`config.mk`:
```
export PLATFORM = sky130hd
export DESIGN_NAME = spmv_mem_arbiter
export DESIGN_NICKNAME = d
export VERILOG_FILES = /design/src/rtl/spmv_mem_arbiter.sv
export SDC_FILE = /design/constraint.sdc
export NUM_CORES = 1
export LEC_CHECK = 0
export ABC_AREA = 1
export BUFFER_PORTS_ARGS = -buffer_cell sky130_fd_sc_hd__buf_2
export CORE_AREA = 2 2 244 246
export DETAILED_ROUTE_END_ITERATION = 12
export DIE_AREA = 0 0 246 248
export GPL_TIMING_DRIVEN = 0
export PLACE_DENSITY = 0.45
export SLEW_MARGIN = 15
export SYNTH_ARGS = -nofsm -noshare
export SYNTH_HDL_FRONTEND = slang
export SYNTH_SLANG_ARGS = --single-unit
```
`constraint.sdc`:
```
create_clock -name clk -period 6 [get_ports clk]
set_input_delay 0.6 -clock clk [delete_from_list [all_inputs] [get_ports clk]]
set_output_delay 0.6 -clock clk [all_outputs]
set_load 0.02 [all_outputs]
```
`src/rtl/spmv_mem_arbiter.sv`:
```
// Shares one PE memory port between NUM_LD tagged load clients and one store client.
// Loads are credit-limited per client so the response FIFOs can never overflow.
module spmv_mem_arbiter #(
  parameter int NUM_LD          = 5,
  parameter int MAX_OUTSTANDING = 16,
  parameter int ADDR_WIDTH      = 48
) (
  input  logic                         clk,
  input  logic                         rst,
  input  logic [NUM_LD-1:0]            ld_req,
  input  logic [NUM_LD*ADDR_WIDTH-1:0] ld_addr,
  output logic [NUM_LD-1:0]            ld_grant,
  output logic [NUM_LD-1:0]            ld_rsp_push,
  output logic [63:0]                  ld_rsp_q,
  input  logic [NUM_LD-1:0]            ld_rsp_pop,
  input  logic                         st_req,
  input  logic [ADDR_WIDTH-1:0]        st_addr,
  input  logic [63:0]                  st_data,
  output logic                         st_grant,
  output logic                         req_mem_ld,
  output logic                         req_mem_st,
  output logic [ADDR_WIDTH-1:0]        req_mem_addr,
  output logic [63:0]                  req_mem_d_or_tag,
  input  logic                         req_mem_stall,
  input  logic                         rsp_mem_push,
  input  logic [2:0]                   rsp_mem_tag,
  input  logic [63:0]                  rsp_mem_q,
  output logic                         rsp_mem_stall,
  output logic                         busy,
  output logic                         tag_err
);

  localparam int NSLOT = NUM_LD + 1;
  localparam int PW    = $clog2(NSLOT);
  localparam int CW    = $clog2(MAX_OUTSTANDING + 1);

  logic [PW-1:0]         r_ptr;
  logic [CW-1:0]         r_cnt [NUM_LD];
  logic                  r_mem_ld;
  logic                  r_mem_st;
  logic [ADDR_WIDTH-1:0] r_addr;
  logic [63:0]           r_dtag;
  logic [NUM_LD-1:0]     r_rsp_push;
  logic [63:0]           r_rsp_q;
  logic                  r_tag_err;

  logic [NUM_LD:0]       w_elig;
  logic                  w_gnt_vld;
  logic [PW-1:0]         w_gnt_slot;
  logic [PW-1:0]         w_ptr_nxt;
  logic [ADDR_WIDTH-1:0] w_addr;
  logic [63:0]           w_dtag;
  logic [NUM_LD-1:0]     w_pop_ok;
  logic                  w_pop_err;
  logic                  w_rsp_vld;
  logic                  w_rsp_zero;
  logic                  w_rsp_err;
  logic [NUM_LD-1:0]     w_rsp_onehot;
  logic                  w_cnt_nz;

  // Nothing is eligible during reset or memory stall, so no grant can leak out.
  always_comb begin
    w_elig = '0;
    for (int i = 0; i < NUM_LD; i++) begin
      w_elig[i] = ld_req[i] && (r_cnt[i] < CW'(MAX_OUTSTANDING));
    end
    w_elig[NUM_LD] = st_req;
    if (rst || req_mem_stall) begin
      w_elig = '0;
    end
  end

  always_comb begin
    int idx;
    idx        = 0;
    w_gnt_vld  = 1'b0;
    w_gnt_slot = '0;
    for (int k = 0; k < NSLOT; k++) begin
      idx = (int'(r_ptr) + k) % NSLOT;
      if (!w_gnt_vld && w_elig[idx]) begin
        w_gnt_vld  = 1'b1;
        w_gnt_slot = PW'(idx);
      end
    end
  end

  assign w_ptr_nxt = (w_gnt_slot == PW'(NUM_LD)) ? '0 : w_gnt_slot + PW'(1);

  always_comb begin
    ld_grant = '0;
    w_addr   = '0;
    w_dtag   = '0;
    st_grant = w_gnt_vld && (w_gnt_slot == PW'(NUM_LD));
    for (int i = 0; i < NUM_LD; i++) begin
      if (w_gnt_vld && (w_gnt_slot == PW'(i))) begin
        ld_grant[i] = 1'b1;
        w_addr      = ld_addr[i*ADDR_WIDTH +: ADDR_WIDTH];
        w_dtag      = 64'(w_gnt_slot);
      end
    end
    if (st_grant) begin
      w_addr = st_addr;
      w_dtag = st_data;
    end
  end

  always_comb begin
    w_pop_ok  = '0;
    w_pop_err = 1'b0;
    w_cnt_nz  = 1'b0;
    for (int i = 0; i < NUM_LD; i++) begin
      w_pop_ok[i] = ld_rsp_pop[i] && (r_cnt[i] != '0);
      if (ld_rsp_pop[i] && (r_cnt[i] == '0)) begin
        w_pop_err = 1'b1;
      end
      if (r_cnt[i] != '0) begin
        w_cnt_nz = 1'b1;
      end
    end
  end

  // A response with an in-range tag is still delivered if its client has no credit out,
  // but it is flagged since the memory returned something nobody asked for.
  always_comb begin
    w_rsp_vld    = rsp_mem_push && (rsp_mem_tag < 3'(NUM_LD));
    w_rsp_zero   = 1'b0;
    w_rsp_onehot = '0;
    for (int i = 0; i < NUM_LD; i++) begin
      if (w_rsp_vld && (rsp_mem_tag == 3'(i))) begin
        w_rsp_onehot[i] = 1'b1;
        if (r_cnt[i] == '0) begin
          w_rsp_zero = 1'b1;
        end
      end
    end
    w_rsp_err = (rsp_mem_push && !w_rsp_vld) || w_rsp_zero;
  end

  always_ff @(posedge clk) begin
    if (rst) begin
      r_ptr    <= '0;
      r_mem_ld <= 1'b0;
      r_mem_st <= 1'b0;
      r_addr   <= '0;
      r_dtag   <= '0;
    end else begin
      if (w_gnt_vld) begin
        r_ptr <= w_ptr_nxt;
      end
      r_mem_ld <= |ld_grant;
      r_mem_st <= st_grant;
      r_addr   <= w_addr;
      r_dtag   <= w_dtag;
    end
  end

  always_ff @(posedge clk) begin
    if (rst) begin
      for (int i = 0; i < NUM_LD; i++) begin
        r_cnt[i] <= '0;
      end
    end else begin
      for (int i = 0; i < NUM_LD; i++) begin
        case ({ld_grant[i], w_pop_ok[i]})
          2'b10:   r_cnt[i] <= r_cnt[i] + CW'(1);
          2'b01:   r_cnt[i] <= r_cnt[i] - CW'(1);
          default: r_cnt[i] <= r_cnt[i];
        endcase
      end
    end
  end

  always_ff @(posedge clk) begin
    if (rst) begin
      r_rsp_push <= '0;
      r_rsp_q    <= '0;
      r_tag_err  <= 1'b0;
    end else begin
      r_rsp_push <= w_rsp_onehot;
      if (w_rsp_vld) begin
        r_rsp_q <= rsp_mem_q;
      end
      if (w_pop_err || w_rsp_err) begin
        r_tag_err <= 1'b1;
      end
    end
  end

  assign req_mem_ld       = r_mem_ld;
  assign req_mem_st       = r_mem_st;
  assign req_mem_addr     = r_addr;
  assign req_mem_d_or_tag = r_dtag;
  assign ld_rsp_push      = r_rsp_push;
  assign ld_rsp_q         = r_rsp_q;
  assign tag_err          = r_tag_err;
  assign rsp_mem_stall    = 1'b0;

  assign busy = (|ld_req) | st_req | r_mem_ld | r_mem_st | (|r_rsp_push) | w_cnt_nz;

endmodule

```
==> metrics <==
status=finished, final reports clean; layout cell share with drive strength beyond 1=29.4%; mapped cell area=12600 µm²; Port Buf Inserts=623; Startpoint Class=flop; WP data required=6.30 ns; Area growth, synth to finish=40.2%; DR WL/cell=17.4 µm; Layout Cells excl Fill=3437; slew margin rel.=39.1%; CP max stage cell=dfxtp_2; Die H=248 µm; vias per cell=4.23; CP endpoint kind=flop; Max Freq=0.184 GHz; DIE AREA=61000 µm²; Clock Skew=0.0364 ns; WS Path Type=reg -> reg; Hold Crit Class=in -> reg; Die X=246 µm; vias in the first global route=14.0k; Initial Util=21.5%; final instance area=17700 µm²; final setup vio count=0; Final min period=5.44 ns; WP data arrival=5.75 ns; Hold Fails Final Rpt=0; placed wire-length estimate=49.8 mm; CP max FO=10; GRT Residual Overflow=0; Min Hold Slack=0.225 ns; Post-synth EDFFs=25; setup TNS=0 ns; worst-case reg-to-reg path depth=30; largest net degree at the start of global routing=15; ys async rst share=0%; Inserted Clock Buffers=27; Worst path max stage delay=0.42 ns; setup repair after global routing missed its margin=no; core area=58500 µm²; Mapped Cells=1979; period utilization=90.7%; Mean Syn Cell Area=6.36 µm²; post-synthesis cell type count=52; Clock H-tree levels=1; Clock Pin Slew Worst Setup and Hold Paths=0.07 ns; Placed Cells=3375; GRT Total Usage=18.5%; DR vias=14.6k; Nets=3108; CTS max path bufs=3; synth warn=0; clock sink count=212; Mapped Nets=2456; DRT antenna net count=0; wire length of the first global-routing pass=85.6 mm; Hold Crit Depth=3; Tightest Pin Transition=0.914 ns; sequential share of the synthesized area=35.7%; Final Wtd Congestion=0.925; ys flop type=dfxtp_1; DRC violations left=0; clock root cell=clkbuf_16; #FFs+latches synth=212; num rows=89; fill count=6645; drt total wl=60.0 mm; Max Cap Violations=0; Slew Limit Fails=0; TritonCTS clock tree=yes; top-level port count=626; Worst-Skew Late Latency=0.58 ns; drt initial violations=716; Post-CTS Setup Repair Bufs=0; 1st-pass router iterations=6; initial antenna violation count=19; placed instance area=16700 µm²
-- final timing paths --
path               start              endpoint  slack [ns]
max reg2reg     r_ptr[1]           r_cnt[3][3]        0.56
min reg2reg  ld_rsp_q[4]           ld_rsp_q[4]        0.51
max             r_ptr[1]           r_cnt[3][3]        0.56
min          st_data[50]  req_mem_d_or_tag[50]        0.23
-- flip-flops by register name (all words and copies together) (netlist names) --
register          flops
ld_rsp_q             64
req_mem_d_or_tag     64
req_mem_addr         48
r_cnt                25
ld_rsp_push           5
r_ptr                 3
req_mem_ld            1
req_mem_st            1
tag_err               1
-- synth_stat cells, drive strengths merged (3+ instances only) --
cell / n / area, µm²
xor2: 6 / 52.6
nor4: 4 / 25.0
clkinv: 4 / 15.0
nand3: 134 / 703
a21oi: 76 / 414
ha: 39 / 488
or2: 5 / 31.3
nand2: 433 / 1660
nor2: 332 / 1280
nand4: 14 / 100
buf: 57 / 403
inv: 383 / 1440
xnor2: 3 / 33.8
edfxtp: 25 / 751
clkbuf: 49 / 185
o21a: 8 / 60.1
o21ai: 193 / 970
fa: 4 / 80.1
o211ai: 3 / 22.5
nor3: 6 / 30.0
dfxtp: 187 / 3740
-- placed cells by master, fill, tap and decap left out, types with 39 or more instances in the layout --
cell,count
nand3_1,129
clkbuf_1,51
nand2_1,425
dfxtp_1,185
buf_2,654
inv_1,373
a21oi_1,66
o21ai_0,189
nor2_1,324
ha_1,39
-- worst max-delay path: cells and delay by family (launching register included) --
kind                       cells  cell delay, ns
DFF                            1            0.42
and+or+nand+nor               14            1.73
adders and majority gates      5            1.23
buffers and inverters          6            0.99
AOI/OAI and AO/OA              5            0.78
-- per-stage QoR --
step | setup WS [ns] | util [%]
global route | 0.0195 | 30.2
global placement | -0.383 | 28.5
CTS | 0.0498 | 30.1
finish | 0.555 | 30.2
floorplan | 0.993 | -
detailed placement | -0.462 | 28.5
-- kinds of logic after synthesis --
family          Yosys count  share of synthesized area, %
compound gates          291                          12.4
buf+inv                 493                          16.2
flops                   212                          35.7
fa+ha+maj                43                          4.51
other cells               1                        0.0298
simple gates            930                          30.5
xor+xnor                  9                         0.686
-- layout make-up --
type                       count  area [µm²]  share of cell area [%]
multi-input combinational   1274        6080                    34.4
sequential                   212        4500                    25.5
clock buffer                  41         820                    4.64
clock inverter                 9        88.8                   0.503
tap                          773         967                    5.48
buffer                       106         599                    3.40
inverter                     387        1450                    8.23
timing repair buffer         623        3120                    17.7
antenna                       12        30.0                   0.170
-- repair_timing --
action                                  CTS  global route
pin swaps                                 0             1
hold buffers                              0             0
cloned                                    0             0
endpoints found under the setup margin   27            38
gates resized for setup                   8             9
-- per-layer routing --
layer / routed length [µm] / share of wire (%) / track usage [%]
met2: 28400 / 47 / 31.2
met5: 82 / 0.14 / 0
met3: 4380 / 7.3 / 3.90
met1: 25800 / 43 / 24.0
met4: 1280 / 2.1 / 4.60
Power is not shown: default switching activity piles up to over one toggle a cycle in this logic, so the estimate is an artifact.
